`src/rtl/rf_write_arbiter.sv`:
```
// rf_write_arbiter: shares the register-file write port between Writeback
// (fixed priority) and a secondary result stream buffered in a small FIFO.
// A secondary entry that loses arbitration for too long forces a one-cycle
// Writeback stall so that the FIFO head gets drained.
module rf_write_arbiter #(
  parameter int unsigned REG_WIDTH     = 32,
  parameter int unsigned RF_ADDR_WIDTH = 5,
  parameter int unsigned FIFO_DEPTH    = 2,
  parameter int unsigned STARVE_LIMIT  = 4
) (
  input  logic                     clk,
  input  logic                     rst,
  input  logic                     wb_wr_en,
  input  logic [RF_ADDR_WIDTH-1:0] wb_wr_addr,
  input  logic [REG_WIDTH-1:0]     wb_wr_val,
  output logic                     wb_stall,
  input  logic                     sec_valid,
  output logic                     sec_ready,
  input  logic [RF_ADDR_WIDTH-1:0] sec_addr,
  input  logic [REG_WIDTH-1:0]     sec_val,
  output logic                     sec_pending,
  output logic                     rf_wr_en,
  output logic [RF_ADDR_WIDTH-1:0] rf_wr_addr,
  output logic [REG_WIDTH-1:0]     rf_wr_val
);

  localparam int unsigned PTR_W = (FIFO_DEPTH > 1) ? $clog2(FIFO_DEPTH) : 1;
  localparam int unsigned CNT_W = PTR_W + 1;
  localparam int unsigned STV_W = $clog2(STARVE_LIMIT + 1);

  typedef enum logic {
    ST_RUN   = 1'b0,
    ST_STALL = 1'b1
  } state_e;

  state_e                   state_q, state_d;
  logic                     stall_q, stall_d;
  logic [STV_W-1:0]         starve_q, starve_d;
  logic [PTR_W-1:0]         wr_ptr_q, rd_ptr_q;
  logic [CNT_W-1:0]         count_q, count_d;
  logic                     rf_en_q, rf_en_d;
  logic [RF_ADDR_WIDTH-1:0] rf_addr_q, rf_addr_d;
  logic [REG_WIDTH-1:0]     rf_val_q, rf_val_d;

  logic [RF_ADDR_WIDTH-1:0] mem_addr_q [FIFO_DEPTH];
  logic [REG_WIDTH-1:0]     mem_val_q  [FIFO_DEPTH];

  logic             full, empty, push, pop, wb_win;
  logic [STV_W-1:0] starve_inc;

  // FIFO status and handshake; address 0 completes the handshake but is not stored
  assign full       = (count_q == CNT_W'(FIFO_DEPTH));
  assign empty      = (count_q == '0);
  assign sec_ready  = !full;
  assign push       = sec_valid && !full && (sec_addr != '0);
  assign wb_win     = wb_wr_en && (wb_wr_addr != '0);
  assign starve_inc = starve_q + STV_W'(1);

  // Arbitration, starvation tracking and next-state selection
  always_comb begin
    state_d   = state_q;
    stall_d   = 1'b0;
    starve_d  = starve_q;
    rf_en_d   = 1'b0;
    rf_addr_d = rf_addr_q;
    rf_val_d  = rf_val_q;
    pop       = 1'b0;
    case (state_q)
      ST_RUN: begin
        if (wb_win) begin
          rf_en_d   = 1'b1;
          rf_addr_d = wb_wr_addr;
          rf_val_d  = wb_wr_val;
          if (!empty) begin
            starve_d = starve_inc;
            if (starve_inc == STV_W'(STARVE_LIMIT)) begin
              stall_d = 1'b1;
              state_d = ST_STALL;
            end
          end else begin
            starve_d = '0;
          end
        end else if (!empty) begin
          pop       = 1'b1;
          rf_en_d   = 1'b1;
          rf_addr_d = mem_addr_q[rd_ptr_q];
          rf_val_d  = mem_val_q[rd_ptr_q];
          starve_d  = '0;
        end else begin
          starve_d = '0;
        end
      end
      ST_STALL: begin
        // Writeback is held this cycle; the FIFO head owns the port
        starve_d = '0;
        state_d  = ST_RUN;
        if (!empty) begin
          pop       = 1'b1;
          rf_en_d   = 1'b1;
          rf_addr_d = mem_addr_q[rd_ptr_q];
          rf_val_d  = mem_val_q[rd_ptr_q];
        end
      end
      default: state_d = ST_RUN;
    endcase
    count_d = count_q + CNT_W'(push) - CNT_W'(pop);
  end

  // Control and output registers
  always_ff @(posedge clk or posedge rst) begin
    if (rst) begin
      state_q   <= ST_RUN;
      stall_q   <= 1'b0;
      starve_q  <= '0;
      wr_ptr_q  <= '0;
      rd_ptr_q  <= '0;
      count_q   <= '0;
      rf_en_q   <= 1'b0;
      rf_addr_q <= '0;
      rf_val_q  <= '0;
    end else begin
      state_q   <= state_d;
      stall_q   <= stall_d;
      starve_q  <= starve_d;
      count_q   <= count_d;
      rf_en_q   <= rf_en_d;
      rf_addr_q <= rf_addr_d;
      rf_val_q  <= rf_val_d;
      if (push) wr_ptr_q <= wr_ptr_q + PTR_W'(1);
      if (pop)  rd_ptr_q <= rd_ptr_q + PTR_W'(1);
    end
  end

  // FIFO storage; contents are only meaningful while counted
  always_ff @(posedge clk) begin
    if (push) begin
      mem_addr_q[wr_ptr_q] <= sec_addr;
      mem_val_q[wr_ptr_q]  <= sec_val;
    end
  end

  assign wb_stall    = stall_q;
  assign sec_pending = !empty;
  assign rf_wr_en    = rf_en_q;
  assign rf_wr_addr  = rf_addr_q;
  assign rf_wr_val   = rf_val_q;

endmodule
```
`config.mk`:
```
export PLATFORM = sky130hd
export DESIGN_NAME = rf_write_arbiter
export DESIGN_NICKNAME = d
export VERILOG_FILES = /design/src/rtl/rf_write_arbiter.sv
export SDC_FILE = /design/constraint.sdc
export NUM_CORES = 1
export LEC_CHECK = 0
export CORE_MARGIN = 1
export CORE_UTILIZATION = 53
export DETAILED_ROUTE_END_ITERATION = 10
export PLACE_DENSITY = 0.95
export REMOVE_ABC_BUFFERS = 1
export SYNTH_ARGS = -nofsm -noshare
export SYNTH_HDL_FRONTEND = slang
export SYNTH_SLANG_ARGS = --single-unit
export TNS_END_PERCENT = 20
```
`constraint.sdc`:
```
create_clock -name clk -period 5.1 [get_ports clk]
set_clock_uncertainty 0.05 [all_clocks]
set_input_delay 1.02 -clock clk [delete_from_list [all_inputs] [get_ports clk]]
set_output_delay 1.02 -clock clk [all_outputs]
set_load 0.005 [all_outputs]
```
## Word-level counts from Yosys, hierarchy flattened

Memories as Yosys holds them, arrays and structs flattened.
Cells that the tools add are included.

| word-level totals | value |
|---|---|
| register bits after elaboration | 47 |
| bits in read-only memories | 0 |
| latch bits | 0 |
| bits in writable memories | 74 |
| input bits | 78 |
| output and inout port bits | 41 |
| memories kept | 2 |

| cells by class | value |
|---|---|
| shift-type cells | 0 |
| mux-type cells | 21 |
| multipliers | 0 |
| equal/unequal tests | 2 |
| reduce and logical (&&, ||, !) cells | 8 |
| bitwise gates (word level) | 1 |
| order comparisons | 0 |
| div/mod/pow operators | 0 |
| $add $sub $neg | 5 |

Memories:

| memory | depth | width | rd ports | clocked after memory_dff | wr ports | line | text |
|---|---|---|---|---|---|---|---|
| mem_val_q | 2 | 32 | 1 | 0 | 1 | 46 | `logic [REG_WIDTH-1:0] mem_val_q [FIFO_DEPTH];` |
| mem_addr_q | 2 | 5 | 1 | 0 | 1 | 45 | `logic [RF_ADDR_WIDTH-1:0] mem_addr_q [FIFO_DEPTH];` |

Operators by type and width:

| cell | number |
|---|---|
| 32-bit two-way mux | 2 |
| 32-bit case mux with 2 select lines | 1 |
| 5-bit two-way mux | 2 |
| 5-bit case mux with 2 select lines | 1 |
| 5-bit nonzero test | 2 |
| 1-bit two-way mux | 9 |
| 3-bit two-way mux | 2 |
| 1-bit case mux with 2 select lines | 3 |
| 3-bit case mux with 2 select lines | 1 |
| 3-bit by 1-bit adder with 3-bit output, second input constant | 1 |
| 3-bit == test, second input constant | 1 |
| 1-bit logical AND | 3 |
| 1-bit adder, second input constant | 2 |
| 2-bit by 1-bit adder with 2-bit output | 1 |
| 2-bit == test, second input constant | 1 |
| 1-bit zero test | 2 |
| 2-bit zero test | 1 |
| 2-bit by 1-bit subtractor with 2-bit output | 1 |
| 1-bit inverter | 1 |

## Logic depth before layout (Yosys ltp)

Gate-level depths: netlist (run 1).

| logic depth | value |
|---|---|
| depth after elaboration | 6 |
| gate-level depth with buffers | 9 |
| depth with buffers taken out | 8 |

## Worst setup path before layout (run 1)

OpenSTA, ideal clock, no wires.

| timing | value |
|---|---|
| path type | input -> register |
| from | in sec_addr[0] |
| to | mem mem_addr_q[0][0], enable pin |
| arrival | 2.800 ns |
| library setup time | 0.431 ns |
| required time | 4.619 ns |
| cell stages on the path | 3 |
| slack | 1.819 ns |
| path through | or4_4 o211ai_4 nor2_1 |

| on the way | value |
|---|---|
| longest elaborated chain between the ends | 4 |

Ends and longest elaborated chain:

| element | line | text |
|---|---|---|
| start: declaration | 19 | `input logic [RF_ADDR_WIDTH-1:0] sec_addr,` |
| 5-bit nonzero test | 55 | `assign push = sec_valid && !full && (sec_addr != '0);` |
| 1-bit logical AND | 55 |  |
| 1-bit two-way mux | 136 | `if (push) begin` |
| 1-bit two-way mux (not written as such) | 137 | `mem_addr_q[wr_ptr_q] <= sec_addr;` |
| end: declaration | 45 |  |

Every way passes these cells.

## Worst setup path after layout (run 1)

| timing | value |
|---|---|
| from | in wb_wr_addr[3] |
| to | reg count_q[1] |

| on the way | value |
|---|---|
| longest elaborated chain between the ends | 5 |

Ends and longest elaborated chain:

| element | line | text |
|---|---|---|
| start: declaration | 14 | `input logic [RF_ADDR_WIDTH-1:0] wb_wr_addr,` |
| 5-bit nonzero test | 56 | `assign wb_win = wb_wr_en && (wb_wr_addr != '0);` |
| 1-bit logical AND | 56 |  |
| 1-bit two-way mux | 70 | `if (wb_win) begin` |
| 1-bit case mux with 2 select lines | 68 | `case (state_q)` |
| net pop | 48 | `logic full, empty, push, pop, wb_win;` |
| 2-bit by 1-bit subtractor with 2-bit output | 106 | `count_d = count_q + CNT_W'(push) - CNT_W'(pop);` |
| net count_d[1] | 40 | `logic [CNT_W-1:0] count_q, count_d;` |
| end signal: assignment | 125 | `count_q <= count_d;` |
| end: declaration | 40 |  |

The timed path passes the listed nets, and every way through them passes these cells.
A chain may end at the register's enable or synchronous reset.

==> results of run 1 <==
==> registers in the layout, indices dropped and copies added (netlist names), 2 cells and up <==
name and flops:
mem_val_q 64, rf_wr_addr 5, rf_wr_val 32, starve_q 3
mem_addr_q 10, count_q 2
==> critical path, cell delays in order <==
cell                              delay (ns)
sky130_fd_sc_hd__clkdlybuf4s50_1        0.49
sky130_fd_sc_hd__nor3_1                 0.08
sky130_fd_sc_hd__a21oi_4                0.68
sky130_fd_sc_hd__nor2_1                 0.17
sky130_fd_sc_hd__ha_1                   0.33
sky130_fd_sc_hd__inv_1                  0.04
sky130_fd_sc_hd__ha_1                   0.18
sky130_fd_sc_hd__xnor2_1                0.17
sky130_fd_sc_hd__xnor2_1                0.14
==> logic make-up (layout without fill, tap and decap cells) <==
kind of cell    count (synthesis)  count (layout)
simple gates                   89              89
xor+xnor                        4               4
mux                            37              37
fa+ha+maj                       4               4
flops                         120             120
buf+inv                        25             157
compound gates                 76              76
==> worst paths after layout <==
check                              startpoint       endpoint  slack [ns]  cells after the start
worst min register to register    starve_q[0]    starve_q[0]        0.44                      1
worst min-delay path              starve_q[0]    starve_q[0]        0.44                      1
max in group asynchronous                 rst       rd_ptr_q        3.24                      2
worst max register to register       wb_stall     count_q[1]        2.71                      8
min in group asynchronous                 rst  rf_wr_val[24]        1.05                      2
worst max-delay path            wb_wr_addr[3]     count_q[1]        2.16                      9
==> metal layers <==
| layer | track usage (%) | share of wire (%) |
|---|---|---|
| met1 | 25.67 | 38 |
| met2 | 42.85 | 55 |
| met3 | 7.425 | 6.4 |
| met4 | 9.191 | 0.29 |
| met5 | 0 | 0 |
==> power by group through the flow <==
stage,sequential (mW),clock (mW),combinational [mW]
5_1_grt,1.54,1.17,1.09
3_5_place_dp,1.53,0,0.976
3_3_place_gp,1.51,0,0.934
4_1_cts,1.52,1.12,0.986
2_1_floorplan,1.49,0,0.536
6_report,1.51,1.10,0.973
==> area by class of cell <==
class | instances | area (um^2)
Multi-Input combinational cell | 210 | 1241
Clock buffer | 20 | 425.4
Clock inverter | 12 | 128.9
Fill cell | 552 | 2158
Timing Repair Buffer | 120 | 1196
Tap cell | 108 | 135.1
Inverter | 5 | 18.77
Sequential cell | 120 | 3374
==> per-stage QoR <==
step / hold slack [ns] / setup slack [ns] / power, mW / std cells / instance area, um^2
6_report: 0.4358 / 2.156 / 3.592 / 595 / 6520
5_1_grt: 0.4268 / 1.964 / 3.799 / 595 / 6520
4_1_cts: 0.4170 / 2.150 / 3.620 / 595 / 6520
3_5_place_dp: 0.3784 / 1.617 / 2.507 / 563 / 5966
3_3_place_gp: 0.3666 / 1.776 / 2.443 / 563 / 5966
2_1_floorplan: 0.3599 / 0.9561 / 2.030 / 335 / 4603
==> cell usage after synthesis, drive strengths merged <==
cell type   n
inv         5
o211ai      1
nor3        1
o21ai      37
and3        2
xor2        1
buf        13
xnor2       3
or4         1
edfxtp     74
nand2b      3
dfrtp      46
ha          4
a21oi      38
clkbuf      7
mux2i      37
nor2       44
nand2      38
==> flow_summary.rst, run 1 <==
.. list-table::
   :header-rows: 1

   * - Metric
     - Value
   * - Power density relative to cell area
     - ~550 mW/mm^2
   * - Post-route core utilization
     - between 70 and 80%
   * - Required time at the worst-slack endpoint
     - 5.47 ns
   * - Largest net degree at the start of global routing
     - between 70 and 80
   * - Sequential-to-total area share from yosys stat
     - slightly above 70%
   * - Number of remaining DRC errors
     - 0
   * - All-Layer GR Usage
     - roughly a quarter
   * - Mapped Area
     - 0.004717 mm^2
   * - Setup repair bufs after CTS
     - 0
   * - Post-route clock period utilization
     - around 58%
   * - Crit Path Category
     - input pin to flip-flop
   * - Startpoint type of the worst setup path
     - input pin
   * - Number of warnings reported in the yosys synthesis log
     - 0
   * - Synthesized flop and latch total
     - 120
   * - Most frequent cells in the layout
     - sky130_fd_sc_hd__clkdlybuf4s50_1 (118), sky130_fd_sc_hd__edfxtp_1 (74), sky130_fd_sc_hd__dfrtp_1 (45)
   * - Maximum level of the CTS H-tree
     - 4
   * - Worst-Margin Slew
     - 1.159 ns
   * - Fraction of the mapped netlist area in compound gates
     - 8.488%
   * - Net switching power figure
     - roughly 1.1 mW
   * - Synth Instances
     - 355
   * - Largest driver fanout on the critical path
     - 38
   * - Fraction of layout cells with a size suffix above 1
     - approximately 8%
   * - Final hold violations
     - 0
   * - Class of the most critical hold timing path
     - flip-flop to flip-flop
   * - Vias after detailed routing
     - between 3000 and 4000
   * - Root cell of the clock tree
     - sky130_fd_sc_hd__clkbuf_8
   * - Area grow syn2layout
     - 38.22%
   * - CP Capture Type
     - flip-flop
   * - Average via count per standard cell
     - between 5 and 6
   * - Flop pwr share
     - roughly 42%
   * - Die Ht
     - approximately 96 um
   * - Peak supply drop
     - 0.2916 mV
   * - Die Width
     - roughly 96 um
   * - Initial Utilization
     - roughly 54%
   * - Max-Slew Margin vs Limit
     - 22.76%
   * - Core area
     - between 0.008 and 0.009 mm^2
   * - Xor/xnor cell area share of the yosys netlist
     - less than 1%
   * - Total internal power
     - 2.522 mW
   * - Wire length of the first global-routing pass
     - ~16000 um
   * - Die footprint
     - ~0.0093 mm^2
   * - Final setup violation count
     - 0
   * - Antenna violations before repair
     - 0
   * - Post-CTS Hold Fix Bufs
     - 0
   * - Basic-gate share of the synthesized area counting and, or, nand and nor cells
     - under 10%
   * - Combinational fraction of design power
     - 27.1%
   * - Ports
     - 119
   * - Number of antenna cells inserted
     - 0
   * - Site Rows
     - 34
   * - Leftover overflow at the end of global routing
     - 0
   * - Routed Wire Length
     - 9933 um
   * - HPWL reported at the end of detailed placement
     - approximately 6100 um
   * - Via count of the first global-routing pass
     - about 3300
   * - Clock tree buffer depth
     - 2
   * - Ranking of synthesized cells by area
     - sky130_fd_sc_hd__edfxtp_1 (47%), sky130_fd_sc_hd__dfrtp_1 (24%), sky130_fd_sc_hd__mux2i_1 (7.9%), sky130_fd_sc_hd__a21oi_1 (3.9%), sky130_fd_sc_hd__o21ai_0 (3.7%)
   * - TritonCTS clock tree
     - done
   * - Synth Area in Adders
     - roughly 1.1%
   * - Max-slew violation total from the final report
     - 0
   * - Max-capacitance violation count
     - 0
   * - Final Net Count
     - between 500 and 600
   * - Setup repair after global routing missed its margin
     - no
   * - Avg Synthesized Cell Area
     - roughly 13 um^2
   * - Average detailed-routed wire length per instance
     - between 15 and 20 um
   * - Switching Fraction
     - between 20 and 30%
   * - Post-layout min period
     - slightly below 3 ns
   * - Count of distinct cell types in the synthesized netlist
     - 22
   * - Clock network power share
     - 30.7%
   * - Clock-pin slew on the worst setup and hold paths
     - about 0.050 ns
   * - Share of synthesized area spent on multiplexers
     - roughly 7.9%
   * - Portion of synthesized cell area occupied by the leading cell type
     - a little under half
   * - P_leak
     - around 2.6 nW
   * - Detailed Route Iter0 Violations
     - about 140
   * - Clock latency at the later pin of the worst-skew pair
     - ~0.5 ns
   * - Max Fclk
     - roughly 340 MHz
   * - Post-route setup TNS
     - 0 ns
   * - Number of buffers inserted by port buffering
     - ~120
   * - Total CTS buffers
     - 17
   * - Drt first pass iters
     - 4
   * - Status
     - complete, no violations
   * - Routability Congestion
     - 0.6913
   * - Largest area contributor in the netlist
     - sky130_fd_sc_hd__edfxtp_1
   * - Largest family of logic cells by synthesized area
     - compound AO/OA/AOI/OAI gates
   * - Number of sinks on the clock net
     - 120
   * - Post-cts resize count
     - 0
   * - Number of nets still failing antenna checks after routing
     - 0
   * - Most frequent standard cell in the layout excluding fill and tap cells
     - sky130_fd_sc_hd__clkdlybuf4s50_1
   * - Data arrival time of the worst path
     - about 3.3 ns
No activity file was read; power rests on OpenSTA's default activity.
==> run 2, diff against run 1 <==
--- a/config.mk
+++ b/config.mk
@@ -6,9 +6,9 @@
 export NUM_CORES = 1
 export LEC_CHECK = 0
 export CORE_MARGIN = 1
-export CORE_UTILIZATION = 53
+export CORE_UTILIZATION = 44
 export DETAILED_ROUTE_END_ITERATION = 10
-export PLACE_DENSITY = 0.95
+export PLACE_DENSITY = 0.86
 export REMOVE_ABC_BUFFERS = 1
 export SYNTH_ARGS = -nofsm -noshare
 export SYNTH_HDL_FRONTEND = slang
==> constraint.sdc (replaced) <==
create_clock -name clk -period 2.6 [get_ports clk]
set_clock_uncertainty 0.05 [all_clocks]
set_input_delay 0.52 -clock clk [delete_from_list [all_inputs] [get_ports clk]]
set_output_delay 0.52 -clock clk [all_outputs]
set_load 0.005 [all_outputs]
==> run 2 against run 1 <==
Sequential share of layout area down 1.7 points. Via count down 1.3%. Setup slack worse by 1.8 ns. Worst hold slack worse by 0.12 ns. First-iteration DRC count down 28%. Critical path depth down 6. Total power up 110%. Die area up 20%. Sequential power up 91%. Sequential cell count unchanged. Combinational power up 110%.
==> flow_summary.rst, run 2 (synthesized netlist as in run 1, its figures left out) <==
.. list-table::
   :header-rows: 1

   * - Metric
     - Value
   * - Status
     - complete, no violations
   * - Antenna violations before repair
     - 0
   * - Vias after detailed routing
     - roughly 3100
   * - Worst setup slack after placement
     - between 0.015 and 0.02 ns
   * - Area grow syn2layout
     - 42.92%
   * - Average detailed-routed wire length per instance
     - between 10 and 15 um
   * - Most frequent standard cell in the layout excluding fill and tap cells
     - sky130_fd_sc_hd__clkdlybuf4s50_1
   * - Final setup violation count
     - 0
   * - Post-CTS Hold Fix Bufs
     - 0
   * - Max-Slew Margin vs Limit
     - around 56%
   * - All-Layer GR Usage
     - about 18%
   * - HPWL reported at the end of detailed placement
     - about 6000 um
   * - Via count of the first global-routing pass
     - ~3300
   * - Number of nets still failing antenna checks after routing
     - 0
   * - Ports
     - 119
   * - Clock network power share
     - between 30 and 40%
   * - Combinational fraction of design power
     - about 28%
   * - Routability Congestion
     - about 0.74
   * - Drt first pass iters
     - 4
   * - CP Capture Type
     - output port
   * - Post-cts resize count
     - 0
   * - Average via count per standard cell
     - ~5
   * - Number of buffers inserted by port buffering
     - 118
   * - Final hold violations
     - 0
   * - Largest driver fanout on the critical path
     - 4
   * - Core area
     - 0.01037 mm^2
   * - Post-route clock period utilization
     - 84.82%
   * - Routed Wire Length
     - 9445 um
   * - Required time at the worst-slack endpoint
     - just over 2 ns
   * - Max-slew violation total from the final report
     - 0
   * - Final Net Count
     - approximately 570
   * - Most frequent cells in the layout
     - sky130_fd_sc_hd__clkdlybuf4s50_1 (118), sky130_fd_sc_hd__edfxtp_1 (74), sky130_fd_sc_hd__dfrtp_1 (45)
   * - Clock tree buffer depth
     - 2
   * - Delay of the slowest cell on the worst path
     - between 0.4 and 0.5 ns
   * - Area occupied by multi-input gates
     - approximately 0.0012 mm^2
   * - Net switching power figure
     - 2.081 mW
   * - Die footprint
     - 0.01114 mm^2
   * - Post-route total power
     - roughly 7.4 mW
   * - Crit Path Category
     - flip-flop to output port
   * - Clock-pin slew on the worst setup and hold paths
     - approximately 0.06 ns
   * - Max Fclk
     - 453.4 MHz
   * - Biggest register
     - mem_val_q
   * - Cell-by-cell listing of the critical path
     - nor2_4 > inv_1 > clkdlybuf4s50_1
   * - Peak supply drop
     - roughly 0.42 mV
   * - Post-route core utilization
     - around two thirds
   * - Power density relative to cell area
     - 1094 mW/mm^2
   * - Initial Utilization
     - around 45%
   * - Area occupied by registers
     - about 0.0034 mm^2
   * - Setup repair after global routing missed its margin
     - no
   * - Filler cell count in the final layout
     - about 760
   * - P_leak
     - about 2.7 nW
   * - Setup repair bufs after CTS
     - 0
   * - Maximum level of the CTS H-tree
     - 4
   * - Total internal power
     - about 5.3 mW
   * - Largest net degree at the start of global routing
     - 79
   * - Root cell of the clock tree
     - sky130_fd_sc_hd__clkbuf_8
   * - Finished Cell Area
     - approximately 0.0067 mm^2
   * - Flop pwr share
     - between 30 and 40%
   * - Site Rows
     - 37
   * - Fraction of layout cells with a size suffix above 1
     - a little under a tenth
   * - Switching Fraction
     - between 20% and 30%
   * - Startpoint type of the worst setup path
     - flip-flop
   * - Post-Place Cell Area
     - around 0.0061 mm^2
   * - Slowest stage cell, crit path
     - sky130_fd_sc_hd__clkdlybuf4s50_1
   * - Number of flip-flops in the largest register
     - 64
   * - WP buf/inv
     - 2
   * - Post-layout min period
     - 2.205 ns
   * - Cell Count Post-Placement
     - 600
   * - Die Ht
     - about 110 um
   * - Final cell count without fillers
     - about 630
   * - Largest delay contributor family on the critical path
     - buffers and inverters
   * - Detailed Route Iter0 Violations
     - roughly 100
   * - Clock latency at the later pin of the worst-skew pair
     - roughly 0.50 ns
   * - Leftover overflow at the end of global routing
     - 0
   * - Setup WS post-layout
     - just under 0.4 ns
   * - Worst hold-check slack
     - around 0.31 ns
   * - Data arrival time of the worst path
     - 1.64 ns
   * - TritonCTS clock tree
     - done
   * - Die Width
     - between 100 and 150 um
   * - Worst-Margin Slew
     - 0.6674 ns
   * - Max-capacitance violation count
     - 0
   * - Number of remaining DRC errors
     - 0
   * - Total CTS buffers
     - 17
   * - Post-route setup TNS
     - 0 ns
   * - Number of antenna cells inserted
     - 0
   * - Class of the most critical hold timing path
     - input pin to async pin
   * - Number of sinks on the clock net
     - 120
   * - Wire length of the first global-routing pass
     - ~15000 um
## run 2: cell count changes in the layout (fill, tap and decap cells not counted), sizes merged
| cell | delta |
|---|---|
| bufinv | +3 |
| clkinv | -2 |
| buf | +9 |
| clkbuf | -2 |
| clkinvlp | +1 |
## run 2: layer usage
layer,share of wire (%),track usage (%)
met1,42,21.24
met2,53,32.14
met3,3.9,5.257
met4,1.1,7.341
met5,0,0
## run 2: final cells by class
class,count,share of cell area (%)
Tap cell,136,2.524
Timing Repair Buffer,129,19.49
Inverter,5,0.2784
Clock inverter,14,3.044
Sequential cell,120,50.06
Clock buffer,18,6.199
Multi-Input combinational cell,210,18.41
## run 2: power by group through the flow
| stage | registers (mW) | logic [mW] | clock network (mW) |
|---|---|---|---|
| 2_1_floorplan | 2.93 | 1.05 | 0 |
| 3_3_place_gp | 2.88 | 2.00 | 0 |
| 3_5_place_dp | 2.91 | 2.06 | 0 |
| 4_1_cts | 2.88 | 2.09 | 2.49 |
| 5_1_grt | 2.94 | 2.28 | 2.58 |
| 6_report | 2.88 | 2.05 | 2.45 |
## run 2: final timing paths
| kind | startpoint | end | slack, ns | cells after the start |
|---|---|---|---|---|
| max | count_q[1] | sec_pending | 0.39 | 3 |
| max reg2reg | rd_ptr_q | rf_wr_val[18] | 0.83 | 5 |
| min in group clk | starve_q[0] | starve_q[0] | 0.40 | 1 |
| min | rst | rf_wr_val[5] | 0.31 | 2 |
| min reg2reg | starve_q[0] | starve_q[0] | 0.40 | 1 |
| max in group asynchronous | rst | rd_ptr_q | 1.64 | 3 |
==> run 3, diff against run 2 <==
==> constraint.sdc (replaced) <==
create_clock -name clk -period 2 [get_ports clk]
set_clock_uncertainty 0.05 [all_clocks]
set_input_delay 0.4 -clock clk [delete_from_list [all_inputs] [get_ports clk]]
set_output_delay 0.4 -clock clk [all_outputs]
set_load 0.005 [all_outputs]
==> run 3 against run 2 <==
Global-route usage decreased by 0.30 points. Clock power increased by 24%. Critical path depth increased by 2. Cell area decreased by 0.30%. Sequential share of layout area increased by 0.15 points. Core utilization decreased by 0.19 points. Combinational power increased by 34%. Die area unchanged. Count of clock-buffer cells in the layout increased by 1. Sequential power increased by 26%. Largest power group unchanged. Setup slack got worse by 0.38 ns.
==> flow_summary.rst, run 3 (synthesized netlist as in run 1, its figures left out) <==
.. list-table::
   :header-rows: 1

   * - Metric
     - Value
   * - Data arrival time of the worst path
     - slightly above 2 ns
   * - Max-capacitance violation count
     - 0
   * - Clock-pin slew on the worst setup and hold paths
     - ~0.060 ns
   * - Slowest stage cell, crit path
     - sky130_fd_sc_hd__nor2_4
   * - Most frequent standard cell in the layout excluding fill and tap cells
     - sky130_fd_sc_hd__clkdlybuf4s50_1
   * - Crit Path Category
     - input pin to flip-flop
   * - Power density relative to cell area
     - ~1400 mW/mm^2
   * - Die Width
     - 105.5 um
   * - Max Fclk
     - about 500 MHz
   * - Setup repair after global routing missed its margin
     - yes
   * - Final hold violations
     - 0
   * - Average via count per standard cell
     - ~5
   * - Number of buffers inserted by port buffering
     - about 120
   * - Delay of the slowest cell on the worst path
     - 0.80 ns
   * - Most frequent cells in the layout
     - sky130_fd_sc_hd__clkdlybuf4s50_1 (116), sky130_fd_sc_hd__edfxtp_1 (74), sky130_fd_sc_hd__dfrtp_1 (45)
   * - Via count of the first global-routing pass
     - approximately 3300
   * - Number of remaining DRC errors
     - 0
   * - Worst hold-check slack
     - 0.1917 ns
   * - Number of antenna cells inserted
     - 0
   * - Vias after detailed routing
     - ~3100
   * - CP Capture Type
     - flip-flop
   * - Root cell of the clock tree
     - sky130_fd_sc_hd__clkbuf_8
   * - Worst-Margin Slew
     - around 1.1 ns
   * - Area occupied by registers
     - around 0.0034 mm^2
   * - Area grow syn2layout
     - 42.49%
   * - Total CTS buffers
     - 17
   * - Class of the most critical hold timing path
     - input pin to async pin
   * - Cell-by-cell listing of the critical path
     - clkdlybuf4s50_1 > or4_4 > o211ai_4 > buf_6 > nor2_4
   * - Setup WS post-layout
     - 0.01229 ns
   * - Final setup violation count
     - 0
   * - Detailed Route Iter0 Violations
     - around 140
   * - Post-route setup TNS
     - 0 ns
   * - Clock latency at the later pin of the worst-skew pair
     - about 0.51 ns
   * - Cell Count Post-Placement
     - between 600 and 700
   * - Maximum level of the CTS H-tree
     - 4
   * - Post-Place Cell Area
     - between 0.006 and 0.007 mm^2
   * - Area occupied by multi-input gates
     - 0.001241 mm^2
   * - Number of nets still failing antenna checks after routing
     - 0
   * - Post-layout min period
     - 1.988 ns
   * - Largest driver fanout on the critical path
     - 37
   * - WP buf/inv
     - 2
   * - Max-Slew Margin vs Limit
     - between 20 and 30%
   * - Leftover overflow at the end of global routing
     - 0
   * - Status
     - complete, no violations
   * - Die footprint
     - about 0.011 mm^2
   * - Initial Utilization
     - between 40% and 50%
   * - Number of flip-flops in the largest register
     - between 60 and 70
   * - P_leak
     - 2.655 nW
   * - Average detailed-routed wire length per instance
     - between 10 and 15 um
   * - Startpoint type of the worst setup path
     - input pin
   * - Max-slew violation total from the final report
     - 0
   * - Clock tree buffer depth
     - 2
   * - Post-route clock period utilization
     - around 99%
   * - Wire length of the first global-routing pass
     - approximately 15000 um
   * - Die Ht
     - ~110 um
   * - Largest delay contributor family on the critical path
     - simple AND/OR/NAND/NOR gates
   * - Largest net degree at the start of global routing
     - 79
   * - Filler cell count in the final layout
     - ~760
   * - Post-route core utilization
     - 64.82%
   * - Final Net Count
     - 570
   * - Worst setup slack after placement
     - -0.5669 ns
   * - Final cell count without fillers
     - about 640
   * - Post-CTS Hold Fix Bufs
     - 0
   * - HPWL reported at the end of detailed placement
     - just over 6000 um
   * - Finished Cell Area
     - 0.006721 mm^2
   * - Drt first pass iters
     - 4
   * - Required time at the worst-slack endpoint
     - 2.08 ns
   * - Routed Wire Length
     - 9302 um
   * - Site Rows
     - 37
   * - Ports
     - ~120
   * - TritonCTS clock tree
     - done
   * - Setup repair bufs after CTS
     - 0
   * - Antenna violations before repair
     - 0
   * - All-Layer GR Usage
     - 18.06%
   * - Post-route total power
     - ~9.4 mW
   * - Number of sinks on the clock net
     - 120
   * - Core area
     - a little over 0.01 mm^2
   * - Peak supply drop
     - 0.7487 mV
   * - Routability Congestion
     - roughly 0.77
   * - Biggest register
     - mem_val_q
   * - Fraction of layout cells with a size suffix above 1
     - a little over a tenth
## run 3: final timing paths
kind | end | depth (start not counted) | from | slack, ns
hold / removal | rf_wr_val[17] | 2 | rst | 0.19
setup / recovery | mem_val_q[1][8] | 5 | sec_addr[3] | 0.01
max in group asynchronous | rd_ptr_q | 3 | rst | 1.16
min in group clk | starve_q[0] | 1 | starve_q[0] | 0.39
hold reg to reg | starve_q[0] | 1 | starve_q[0] | 0.39
setup reg to reg | mem_val_q[1][8] | 4 | count_q[1] | 0.01
## run 3: metal layers
metal  up-vias  global-route usage (%)  share of wire (%)
met5         -                       0                  0
met4         0                   8.532                2.3
met3        21                   6.122                5.4
met2       100                   31.39                 52
met1      1479                   19.88                 41
li1       1531                       -                  -
## run 3: worst register-to-register path: cells and delay by family (launching register included)
| kind | cells | cell delay, ns |
|---|---|---|
| AND/OR/NAND/NOR | 2 | 0.93 |
| flip-flops | 1 | 0.38 |
| buffers and inverters | 1 | 0.14 |
| AO/OA/AOI/OAI | 1 | 0.10 |
## run 3: where the power goes
part	internal [mW]	switching, mW	leakage, nW
clock	2.01	1.04	0.275
combinational	1.35	1.39	1.14
sequential	3.38	0.257	1.24
## run 3: final cells by class
class | instances | area share [%]
flip-flops and latches | 120 | 50.20
repair buffers | 134 | 19.58
multi-input cells | 210 | 18.47
clock buffers | 19 | 6.273
clock inverters | 13 | 2.662
well taps | 136 | 2.532
inverters | 5 | 0.2792
## run 3: timing repair
item,4_1_cts,5_1_grt
endpoints found under the setup margin,76,75
gates resized for setup,4,1
pin swaps,1,1
